[config.mk]
export PLATFORM = sky130hd
export DESIGN_NAME = costas_acq_ctrl
export DESIGN_NICKNAME = d
export VERILOG_FILES = /design/src/rtl/costas_ctrl_pkg.sv /design/src/rtl/costas_bin_ftw.sv /design/src/rtl/costas_acq_ctrl.sv
export SDC_FILE = /design/constraint.sdc
export NUM_CORES = 1
export LEC_CHECK = 0
export BUFFER_PORTS_ARGS = -buffer_cell sky130_fd_sc_hd__buf_2
export CORE_MARGIN = 10
export CORE_UTILIZATION = 40
export CTS_CLUSTER_SIZE = 24
export DETAILED_ROUTE_END_ITERATION = 16
export HOLD_SLACK_MARGIN = 0.08
export PLACE_DENSITY = 0.57
export SLEW_MARGIN = 0
export SYNTH_ARGS = -nofsm -noshare
export SYNTH_HDL_FRONTEND = slang
export SYNTH_SLANG_ARGS = --single-unit
[constraint.sdc]
create_clock -name clk -period 12.9 [get_ports clk]
set_input_delay 1.29 -clock clk [delete_from_list [all_inputs] [get_ports clk]]
set_output_delay 1.29 -clock clk [all_outputs]
set_load 0.01 [all_outputs]
[src/rtl/costas_ctrl_pkg.sv]
// Costas acquisition controller: shared state type and default constants.
package costas_ctrl_pkg;

    typedef enum logic [2:0] {
        S_IDLE,
        S_LRST,
        S_DWELL,
        S_TRACK,
        S_FAIL
    } state_t;

    localparam logic [31:0] DEF_FTW_CENTER  = 32'h1999_999A;
    localparam logic [31:0] DEF_FTW_STEP    = 32'h0010_0000;
    localparam int          DEF_NUM_BINS    = 9;
    localparam int          DEF_RST_CYCLES  = 4;
    localparam int          DEF_DWELL       = 4096;
    localparam int          DEF_UNLOCK_HOLD = 256;
    localparam int          DEF_MAX_SWEEPS  = 3;

    function automatic int max3(input int a, input int b, input int c);
        int m;
        m = (a > b) ? a : b;
        return (m > c) ? m : c;
    endfunction

endpackage

[src/rtl/costas_bin_ftw.sv]
// Bin index to NCO tuning word; loaded on the edge that enters loop reset.
module costas_bin_ftw #(
    parameter logic [31:0] FTW_CENTER = 32'h1999_999A,
    parameter logic [31:0] FTW_STEP   = 32'h0010_0000
) (
    input  logic        clk,
    input  logic        rst,
    input  logic        load,
    input  logic [7:0]  bin,
    output logic [31:0] ftw
);

    logic [7:0]  mag;
    logic [31:0] delta;

    // Odd bins step up by (n+1)/2, even bins step down by n/2.
    assign mag   = 8'((9'(bin) + 9'd1) >> 1);
    assign delta = 32'(mag) * FTW_STEP;

    always_ff @(posedge clk or posedge rst) begin
        if (rst)
            ftw <= FTW_CENTER;
        else if (load)
            ftw <= bin[0] ? FTW_CENTER + delta : FTW_CENTER - delta;
    end

endmodule

[src/rtl/costas_acq_ctrl.sv]
// Costas loop acquisition sequencer: frequency-bin sweep, dwell, track, fail.
module costas_acq_ctrl
    import costas_ctrl_pkg::*;
#(
    parameter logic [31:0] FTW_CENTER   = DEF_FTW_CENTER,
    parameter logic [31:0] FTW_STEP     = DEF_FTW_STEP,
    parameter int          NUM_BINS     = DEF_NUM_BINS,
    parameter int          RST_CYCLES   = DEF_RST_CYCLES,
    parameter int          DWELL_CYCLES = DEF_DWELL,
    parameter int          UNLOCK_HOLD  = DEF_UNLOCK_HOLD,
    parameter int          MAX_SWEEPS   = DEF_MAX_SWEEPS
) (
    input  logic        clk,
    input  logic        rst,
    input  logic        start,
    input  logic        abort,
    input  logic        locked,
    output logic        loop_rst,
    output logic [31:0] ftw_out,
    output logic [7:0]  bin_idx,
    output logic        acquired,
    output logic        lost,
    output logic        search_fail
);

    localparam int CMAX = max3(RST_CYCLES, DWELL_CYCLES, UNLOCK_HOLD);
    localparam int CW   = $clog2(CMAX + 1);

    state_t        state, state_nxt;
    logic [CW-1:0] cnt, cnt_nxt;
    logic [7:0]    bin_nxt;
    logic [7:0]    sweep, sweep_nxt;
    logic          locked_q;
    logic          lost_nxt;
    logic          ftw_load;

    always_comb begin
        state_nxt = state;
        bin_nxt   = bin_idx;
        sweep_nxt = sweep;
        lost_nxt  = 1'b0;
        unique case (state)
            S_IDLE: begin
                bin_nxt   = 8'd0;
                sweep_nxt = 8'd0;
                if (start)
                    state_nxt = S_LRST;
            end
            S_LRST: begin
                if (cnt == CW'(RST_CYCLES - 1))
                    state_nxt = S_DWELL;
            end
            S_DWELL: begin
                if (locked_q) begin
                    state_nxt = S_TRACK;
                end else if (cnt == CW'(DWELL_CYCLES - 1)) begin
                    if (bin_idx == 8'(NUM_BINS - 1)) begin
                        bin_nxt   = 8'd0;
                        sweep_nxt = sweep + 8'd1;
                        state_nxt = (sweep_nxt == 8'(MAX_SWEEPS)) ? S_FAIL : S_LRST;
                    end else begin
                        bin_nxt   = bin_idx + 8'd1;
                        state_nxt = S_LRST;
                    end
                end
            end
            S_TRACK: begin
                if (!locked_q && cnt == CW'(UNLOCK_HOLD - 1)) begin
                    lost_nxt  = 1'b1;
                    sweep_nxt = 8'd0;
                    state_nxt = S_LRST;
                end
            end
            S_FAIL: begin
                if (start) begin
                    bin_nxt   = 8'd0;
                    sweep_nxt = 8'd0;
                    state_nxt = S_LRST;
                end
            end
            default: state_nxt = S_IDLE;
        endcase
        if (abort) begin
            state_nxt = S_IDLE;
            bin_nxt   = 8'd0;
            sweep_nxt = 8'd0;
            lost_nxt  = 1'b0;
        end
    end

    // One counter serves reset length, dwell time and unlocked run length.
    always_comb begin
        cnt_nxt = cnt + CW'(1);
        if (state_nxt != state || state == S_IDLE || state == S_FAIL
            || (state == S_TRACK && locked_q))
            cnt_nxt = '0;
    end

    assign ftw_load = (state_nxt == S_LRST) && (state != S_LRST);

    always_ff @(posedge clk or posedge rst) begin
        if (rst) begin
            state       <= S_IDLE;
            cnt         <= '0;
            sweep       <= 8'd0;
            locked_q    <= 1'b0;
            bin_idx     <= 8'd0;
            loop_rst    <= 1'b1;
            acquired    <= 1'b0;
            lost        <= 1'b0;
            search_fail <= 1'b0;
        end else begin
            state       <= state_nxt;
            cnt         <= cnt_nxt;
            sweep       <= sweep_nxt;
            locked_q    <= (state == S_DWELL || state == S_TRACK) && locked;
            bin_idx     <= bin_nxt;
            loop_rst    <= (state_nxt == S_IDLE) || (state_nxt == S_LRST);
            acquired    <= (state_nxt == S_TRACK);
            lost        <= lost_nxt;
            search_fail <= (state_nxt == S_FAIL);
        end
    end

    costas_bin_ftw #(
        .FTW_CENTER(FTW_CENTER),
        .FTW_STEP  (FTW_STEP)
    ) u_bin_ftw (
        .clk (clk),
        .rst (rst),
        .load(ftw_load),
        .bin (bin_nxt),
        .ftw (ftw_out)
    );

endmodule

==> metrics.md, run 1 <==
| Metric | Value |
|---|---|
| Outcome | `complete, no violations` |
| Nets@finish | `410` |
| R2R Path Start | `cnt[0]` |
| Setup crit start kind | `flip-flop` |
| GRT Util Overall | `12.56%` |
| FFs w/ async S/R, synth | `100.0%` |
| Die X | `111.0 um` |
| Synthesized cell area | `0.003313 mm^2` |
| Diode count | `0` |
| Synth top area share | `30.97%` |
| Mapped Cells | `379` |
| Hold path endpoint | `cnt[0]` |
| Post-synth EDFFs | `0` |
| Layout cell share with drive strength beyond 1 | `16.08%` |
| Critical path data arrival time | `5.74 ns` |
| Count leader, synth | `dfrtp_1` |
| # IOs | `49` |
| CTS Sinks | `47` |
| Detailed Routing Iterations Pass 1 | `4` |
| PD cells | `81.52 mW/mm^2` |
| CTS Buf Count | `5` |
| Max_cap viols | `0` |
| Vias per cell | `5.439` |
| Maximum VDD drop | `0.04607 mV` |
| Total power | `288.2 uW` |
| Critical path type | `flip-flop to flip-flop` |
| Setup_tns | `0 ns` |
| Max frequency | `0.1818 GHz` |
| Core area | `0.008134 mm^2` |
| Final period util | `42.63%` |
| Number of gates resized after CTS | `0` |
| Reg-to-reg endpoint | `u_bin_ftw.ftw[26]` |
| Buffers added on ports | `26` |
| Req. time, crit path | `13.14 ns` |
| Grt total ovfl | `0` |
| Hold Crit Class | `flip-flop to flip-flop` |
| Sequential share of the synthesized area | `35.73%` |
| Std cell rows | `33` |
| ANT nets after route | `0` |
| Cells on worst reg2reg path | `18` |
| Final Hold Vio Count | `0` |
| Fin cells | `503` |
| Pleak | `1.559 nW` |
| Deepest level of the CTS H-tree | `2` |
| Synth area leader | `dfrtp_1` |
| Initial antenna violation count | `0` |
| YS warnings | `0` |
| CTS tree | `done` |
| Routability cong. | `0.8590` |
| First-pass GRT wire length | `13460 um` |
| Post-DR wirelength/cell | `15.49 um` |
| Syn_area_per_cell | `8.742 um^2` |
| Die H | `111.0 um` |
| Relative slew slack | `30.55%` |
| # DRC | `0` |
| CTS Hold Bufs | `0` |
| Placed Cells | `495` |
| CTS Buffer Depth | `2` |
| Util after Layout | `43.47%` |
| CTS root buf | `clkbuf_8` |
| # Post-CTS Setup Buffers | `0` |
| Vias in the first global route | `2783` |
| RSZ-0062 raised after global routing | `no` |
| CP max FO | `13` |
| Wirelength, routed | `7793 um` |
| Worst Setup End Kind | `flip-flop` |
| Crit path time final | `5.499 ns` |
| Die area | `0.01232 mm^2` |
| Commonest cells in the netlist | `dfrtp_1 (41), nor2_1 (35), nand2_1 (29)` |
| # setup viols final | `0` |
| Worst Skew | `0.009052 ns` |
| Final Slew Violations | `0` |
| #FFs+latches synth | `47` |
| Worst slew pin tran | `1.039 ns` |
| FF-to-FF setup slack | `7.40 ns` |
| Top FF cell, synth | `dfrtp_1` |
| Largest net degree at the start of global routing | `48` |
| HP Start | `cnt[0]` |
| Area contributors post-synth | `dfrtp_1 (31%), buf_4 (5.0%), dfstp_2 (4.8%)` |
| Synth cell types | `67` |
| Clk_lat worst skew | `0.30 ns` |
| Starting Density | `40.73%` |
| Worst hold stages | `1` |
| Final HPWL DP | `5940 um` |
| Clock transition at path regs | `0.09 ns` |
| Area added between synthesis and finish | `6.722%` |
| Via count | `2736` |
| Starting DRC count in detailed routing | `131` |
[layout make-up]
class	count	area (um^2)
fillers	800	4598
multi-input cells	301	1932
flip-flops and latches	47	1184
repair buffers	27	137.6
well taps	105	131.4
clock buffers	7	86.33
inverters	15	56.30
clock inverters	1	8.758
[routing by layer]
metal  GRT usage [%]  vias up  wire length (um)  part of all wire, %
li1                -     1367                 -                    -
met1           15.87     1306              3640                   47
met2           21.38       55              3723                   48
met3           2.543        8               346                  4.4
met4           2.913        0                82                  1.1
met5               0        -                 0                    0
[logic make-up (layout without fill, tap and decap cells)]
logic type / Yosys count / after routing / share of synthesized area [%]
buffers and inverters: 51 / 50 / 8.422
muxes: 5 / 5 / 1.662
AOI/OAI and AO/OA: 90 / 90 / 19.60
xor gates and xnor gates: 22 / 22 / 6.043
other: 2 / 22 / 0.2267
and+or+nand+nor: 154 / 154 / 25.30
adders and majority gates: 8 / 8 / 3.021
DFF: 47 / 47 / 35.72
[critical path, stage by stage (launching register included)]
cell	delay (ns)
dfrtp_1	0.40
ha_1	0.25
nand4_2	0.19
nor4_1	0.91
o21ai_0	0.22
a21oi_1	0.55
inv_1	0.37
ha_1	0.37
nand2_1	0.10
a211oi_1	0.05
mux2_2	0.29
nor4_4	0.38
inv_1	0.12
ha_1	0.22
o31a_1	0.12
a2bb2oi_1	0.18
a31oi_1	0.13
or4_1	0.49
nand3_1	0.09
[report_power, final]
part	internal, mW	switching (mW)	total, mW	leakage, nW
clock	0.0440	0.0501	0.0941	0.0484
combinational	0.0110	0.0244	0.0354	0.878
sequential	0.153	0.00588	0.159	0.633
[layout by cell type (no fill, tap or decap), types with 8 or more instances in the layout]
cell / Yosys / final
nor2_1: 35 / 35
nand2_1: 29 / 29
nor3_1: 9 / 9
xor2_1: 8 / 8
a21oi_1: 14 / 14
o21ai_0: 22 / 22
dfrtp_1: 41 / 41
nor4_1: 8 / 8
conb_1: 2 / 22
o211ai_1: 8 / 8
nand3_1: 21 / 21
buf_2: 4 / 26
xnor2_1: 13 / 13
ha_1: 8 / 8
inv_1: 15 / 14
[sequential cells by signal (all words and copies together), names as in the netlist]
name,count
u_bin_ftw.ftw,10
sweep,8
loop_rst,1
search_fail,1
locked_q,1
bin_idx,8
cnt,13
acquired,1
state,3
lost,1
[how the worst max path moves through the flow]
stage / cells past startpoint / endpoint / slack [ns] / start
2_1_floorplan: 18 / u_bin_ftw.ftw[26] / 7.94 / abort
3_3_place_gp: 18 / u_bin_ftw.ftw[26] / 7.32 / abort
3_5_place_dp: 18 / u_bin_ftw.ftw[26] / 7.15 / abort
4_1_cts: 18 / u_bin_ftw.ftw[26] / 7.44 / cnt[0]
5_1_grt: 18 / u_bin_ftw.ftw[26] / 6.86 / cnt[0]
6_report: 18 / u_bin_ftw.ftw[26] / 7.40 / cnt[0]
[stage by stage]
| step | hold slack, ns | instance area (um^2) | worst slack [ns] |
|---|---|---|---|
| global placement | 0.4724 | 3441 | 7.322 |
| detailed placement | 0.4759 | 3441 | 7.145 |
| finish | 0.4959 | 3536 | 7.401 |
| global route | 0.5325 | 3536 | 6.856 |
| floorplan | 0.4553 | 3388 | 7.938 |
| CTS | 0.4955 | 3536 | 7.441 |
Power figures use the tool's default switching activity.
==> inputs of run 2 (changes only) <==
--- a/config.mk
+++ b/config.mk
@@ -11,7 +11,7 @@
 export CTS_CLUSTER_SIZE = 24
 export DETAILED_ROUTE_END_ITERATION = 16
 export HOLD_SLACK_MARGIN = 0.08
-export PLACE_DENSITY = 0.57
+export PLACE_DENSITY = 0.6
 export SLEW_MARGIN = 0
 export SYNTH_ARGS = -nofsm -noshare
 export SYNTH_HDL_FRONTEND = slang
==> constraint.sdc (replaced) <==
create_clock -name clk -period 4.8 [get_ports clk]
set_input_delay 0.48 -clock clk [delete_from_list [all_inputs] [get_ports clk]]
set_output_delay 0.48 -clock clk [all_outputs]
set_load 0.01 [all_outputs]
==> run 2 against run 1 <==
  * Non-clock buffer count increased by 6
  * Combinational power increased to 2.8 times the previous value
  * Cell area increased by 1.6%
  * Sequential share of layout area decreased by 0.52 points
  * Clock skew decreased by 0.00057 ns
  * Setup slack got worse by 6.9 ns
  * Total power increased to 2.8 times the previous value
  * Routed wire length increased by 1.8%
  * Hold slack got worse by 0.11 ns
  * Via count increased by 0.62%
  * Clock-buffer cell count unchanged
  * Register-to-register slack got worse by 6.9 ns
  * Largest cell class unchanged
  * Largest power group unchanged
==> metrics.md, run 2 (same netlist as run 1, synthesis figures left out) <==
| Metric | Value |
|---|---|
| Outcome | `complete, no violations` |
| Vias in the first global route | `2772 (-0.40%)` |
| CP max stage cell | `or4b_2` |
| Wirelength, routed | `7937 um (+1.8%)` |
| First-pass GRT wire length | `13480 um (+0.10%)` |
| Sequential share of power | `51.8% (-3.3 points)` |
| Core area | `0.008134 mm^2 (unchanged)` |
| Final Hold Vio Count | `0 (unchanged)` |
| Starting DRC count in detailed routing | `204 (+56%)` |
| Setup_tns | `0 ns (unchanged)` |
| Placed Cells | `501 (+1.2%)` |
| RSZ-0062 raised after global routing | `no` |
| Comb pwr share | `12.2% (about the same)` |
| Post-DR wirelength/cell | `15.59 um (+0.65%)` |
| Die X | `111.0 um (unchanged)` |
| Reg-to-reg endpoint | `u_bin_ftw.ftw[26]` |
| CP dominant cell by count | `ha_1` |
| Layout cell share with drive strength beyond 1 | `17.08% (+1.0 points)` |
| # IOs | `49 (unchanged)` |
| WP buf/inv | `1 (-1)` |
| # Post-CTS Setup Buffers | `0 (unchanged)` |
| CTS tree | `done` |
| Hold Slack | `0.3813 ns (-0.1146 ns)` |
| Pleak | `1.593 nW (+2.2%)` |
| R2R Path Start | `state[0]` |
| Final HPWL DP | `5973 um (+0.54%)` |
| Die H | `111.0 um (unchanged)` |
| CTS Hold Bufs | `0 (unchanged)` |
| Number of gates resized after CTS | `0 (unchanged)` |
| CTS Buffer Depth | `2 (unchanged)` |
| Die area | `0.01232 mm^2 (unchanged)` |
| FF-to-FF setup slack | `0.46 ns (-6.94 ns)` |
| GRT Util Overall | `12.71% (+0.15 points)` |
| Hold Crit Class | `input pin to flip-flop` |
| Critical path data arrival time | `4.59 ns (-1.15 ns)` |
| Std cell rows | `33 (unchanged)` |
| PD cells | `228.0 mW/mm^2 (+180%)` |
| Initial antenna violation count | `0 (unchanged)` |
| Cells on worst reg2reg path | `16 (-2)` |
| Relative slew slack | `30.45% (-0.10 points)` |
| Commonest non-fill, non-tap cell in the layout | `dfrtp_1` |
| Max frequency | `0.2303 GHz (+27%)` |
| Largest register FFs | `13 (unchanged)` |
| Largest reg by FF count | `cnt` |
| CP max FO | `14 (+1)` |
| Starting Density | `40.73% (unchanged)` |
| Switch share | `26.95% (-0.91 points)` |
| Worst slew pin tran | `1.034 ns (-0.005263 ns)` |
| ANT nets after route | `0 (unchanged)` |
| CP endpoint | `u_bin_ftw.ftw[26]` |
| Critical path type | `flip-flop to flip-flop` |
| Final period util | `90.47% (+48 points)` |
| Area after DPL | `0.003486 mm^2 (+1.3%)` |
| Grt total ovfl | `0 (unchanged)` |
| Crit path time final | `4.343 ns (-1.157 ns)` |
| Nets@finish | `416 (+1.5%)` |
| CTS root buf | `clkbuf_8` |
| Top Family by Delay on Critical Path | `simple AND/OR/NAND/NOR gates` |
| Final Instance Area | `0.003592 mm^2 (+1.6%)` |
| CTS Buf Count | `5 (unchanged)` |
| Fillers | `807 (+0.88%)` |
| CTS Sinks | `47 (unchanged)` |
| Buffers added on ports | `26 (unchanged)` |
| Max_cap viols | `0 (unchanged)` |
| Detailed Routing Iterations Pass 1 | `5 (+1)` |
| Vias per cell | `5.409 (-0.56%)` |
| WP depth | `16 (-2)` |
| Clock share of power | `36.0% (+3.4 points)` |
| Max incr delay on CP | `0.79 ns (-0.12 ns)` |
| Setup crit start kind | `flip-flop` |
| CP Launch Point | `state[0]` |
| Worst Skew | `0.008478 ns (-0.0005738 ns)` |
| Worst Setup End Kind | `flip-flop` |
| Final Slew Violations | `0 (unchanged)` |
| Routability cong. | `0.8955 (+4.2%)` |
| Via count | `2753 (+0.62%)` |
| Area added between synthesis and finish | `8.422%` |
| Crit path cell chain | `or4b_2, a21oi_1, and3_1, or2_2, ha_1, nand2b_1, nor2_1, mux2_2, nor4_4, inv_1, ha_1, o31a_1, a2bb2oi_1, a31oi_1, or4_1, nand3_1` |
| Clk_lat worst skew | `0.31 ns (about the same)` |
| Fin cells | `509 (+1.2%)` |
| Req. time, crit path | `5.05 ns (-8.09 ns)` |
| Largest net degree at the start of global routing | `48 (unchanged)` |
| Sw Pwr | `220.8 uW (+170%)` |
| # DRC | `0 (unchanged)` |
| Maximum VDD drop | `0.09082 mV (+97%)` |
| Cell-internal power | `598.4 uW (+190%)` |
| Largest registers | `cnt: 13 flops, u_bin_ftw.ftw: 10 flops` |
| Most frequent cells in the layout | `dfrtp_1 (41), nor2_1 (35), nand2_1 (29)` |
| # setup viols final | `0 (unchanged)` |
| Deepest level of the CTS H-tree | `2 (unchanged)` |
| Diode count | `0 (unchanged)` |
| Clock transition at path regs | `0.09 ns (about the same)` |
run 2: cell types whose count changed in the layout (fill, tap and decap cells not counted), sizes merged:
cell | previous run | this run
bufinv | 0 | 1
buf | 27 | 33
clkinv | 1 | 0
run 2: worst register-to-register path, delay by kind of cell (launching register included):
kind | cells | cell delay [ns]
AO/OA/AOI/OAI | 4 | 0.61
adder cells (fa/ha/maj) | 2 | 0.46
buffers and inverters | 1 | 0.12
flip-flops | 1 | 0.54
multiplexers | 1 | 0.28
AND/OR/NAND/NOR | 8 | 2.27
run 2: worst min-delay path by stage:
stage / startpoint / endpoint / slack (ns) / depth (start not counted)
3_5_place_dp: u_bin_ftw.ftw[29] / u_bin_ftw.ftw[29] / 0.47 / 1
3_3_place_gp: cnt[0] / cnt[0] / 0.47 / 1
5_1_grt: locked / locked_q / 0.38 / 2
2_1_floorplan: cnt[0] / cnt[0] / 0.46 / 1
6_report: locked / locked_q / 0.38 / 2
4_1_cts: locked / locked_q / 0.38 / 2
run 2: metrics by stage:
| step | power (mW) | setup slack, ns | utilization [%] |
|---|---|---|---|
| floorplan | 0.5140 | 0.3506 | - |
| global placement | 0.5309 | 0.5045 | 42.85 |
| detailed placement | 0.5320 | 0.3857 | 42.85 |
| CTS | 0.8270 | 0.4794 | 44.16 |
| global route | 0.8611 | 0.07627 | 44.16 |
| finish | 0.8191 | 0.4575 | 44.16 |
run 2: layout make-up:
cell class | instances | area (um^2) | share of cell area [%]
Clock buffer | 7 | 76.32 | 2.125
Clock inverter | 1 | 30.03 | 0.8359
Inverter | 15 | 56.30 | 1.567
Multi-Input combinational cell | 301 | 1932 | 53.78
Sequential cell | 47 | 1184 | 32.95
Tap cell | 105 | 131.4 | 3.657
Timing Repair Buffer | 33 | 182.7 | 5.085
run 2: per-layer routing:
layer	part of all wire [%]	global-route usage, %	up-vias
li1	-	-	1382
met1	47	15.94	1306
met2	47	21.38	60
met3	4.1	2.706	5
met4	0.94	3.599	0
met5	0	0	-
run 2: power by group through the flow:
stage	Sequential (mW)	Combinational [mW]	Clock (mW)
detailed placement	0.432	0.100	0
CTS	0.424	0.100	0.302
floorplan	0.430	0.0835	0
global placement	0.431	0.0997	0
global route	0.427	0.113	0.321
finish	0.424	0.0996	0.295
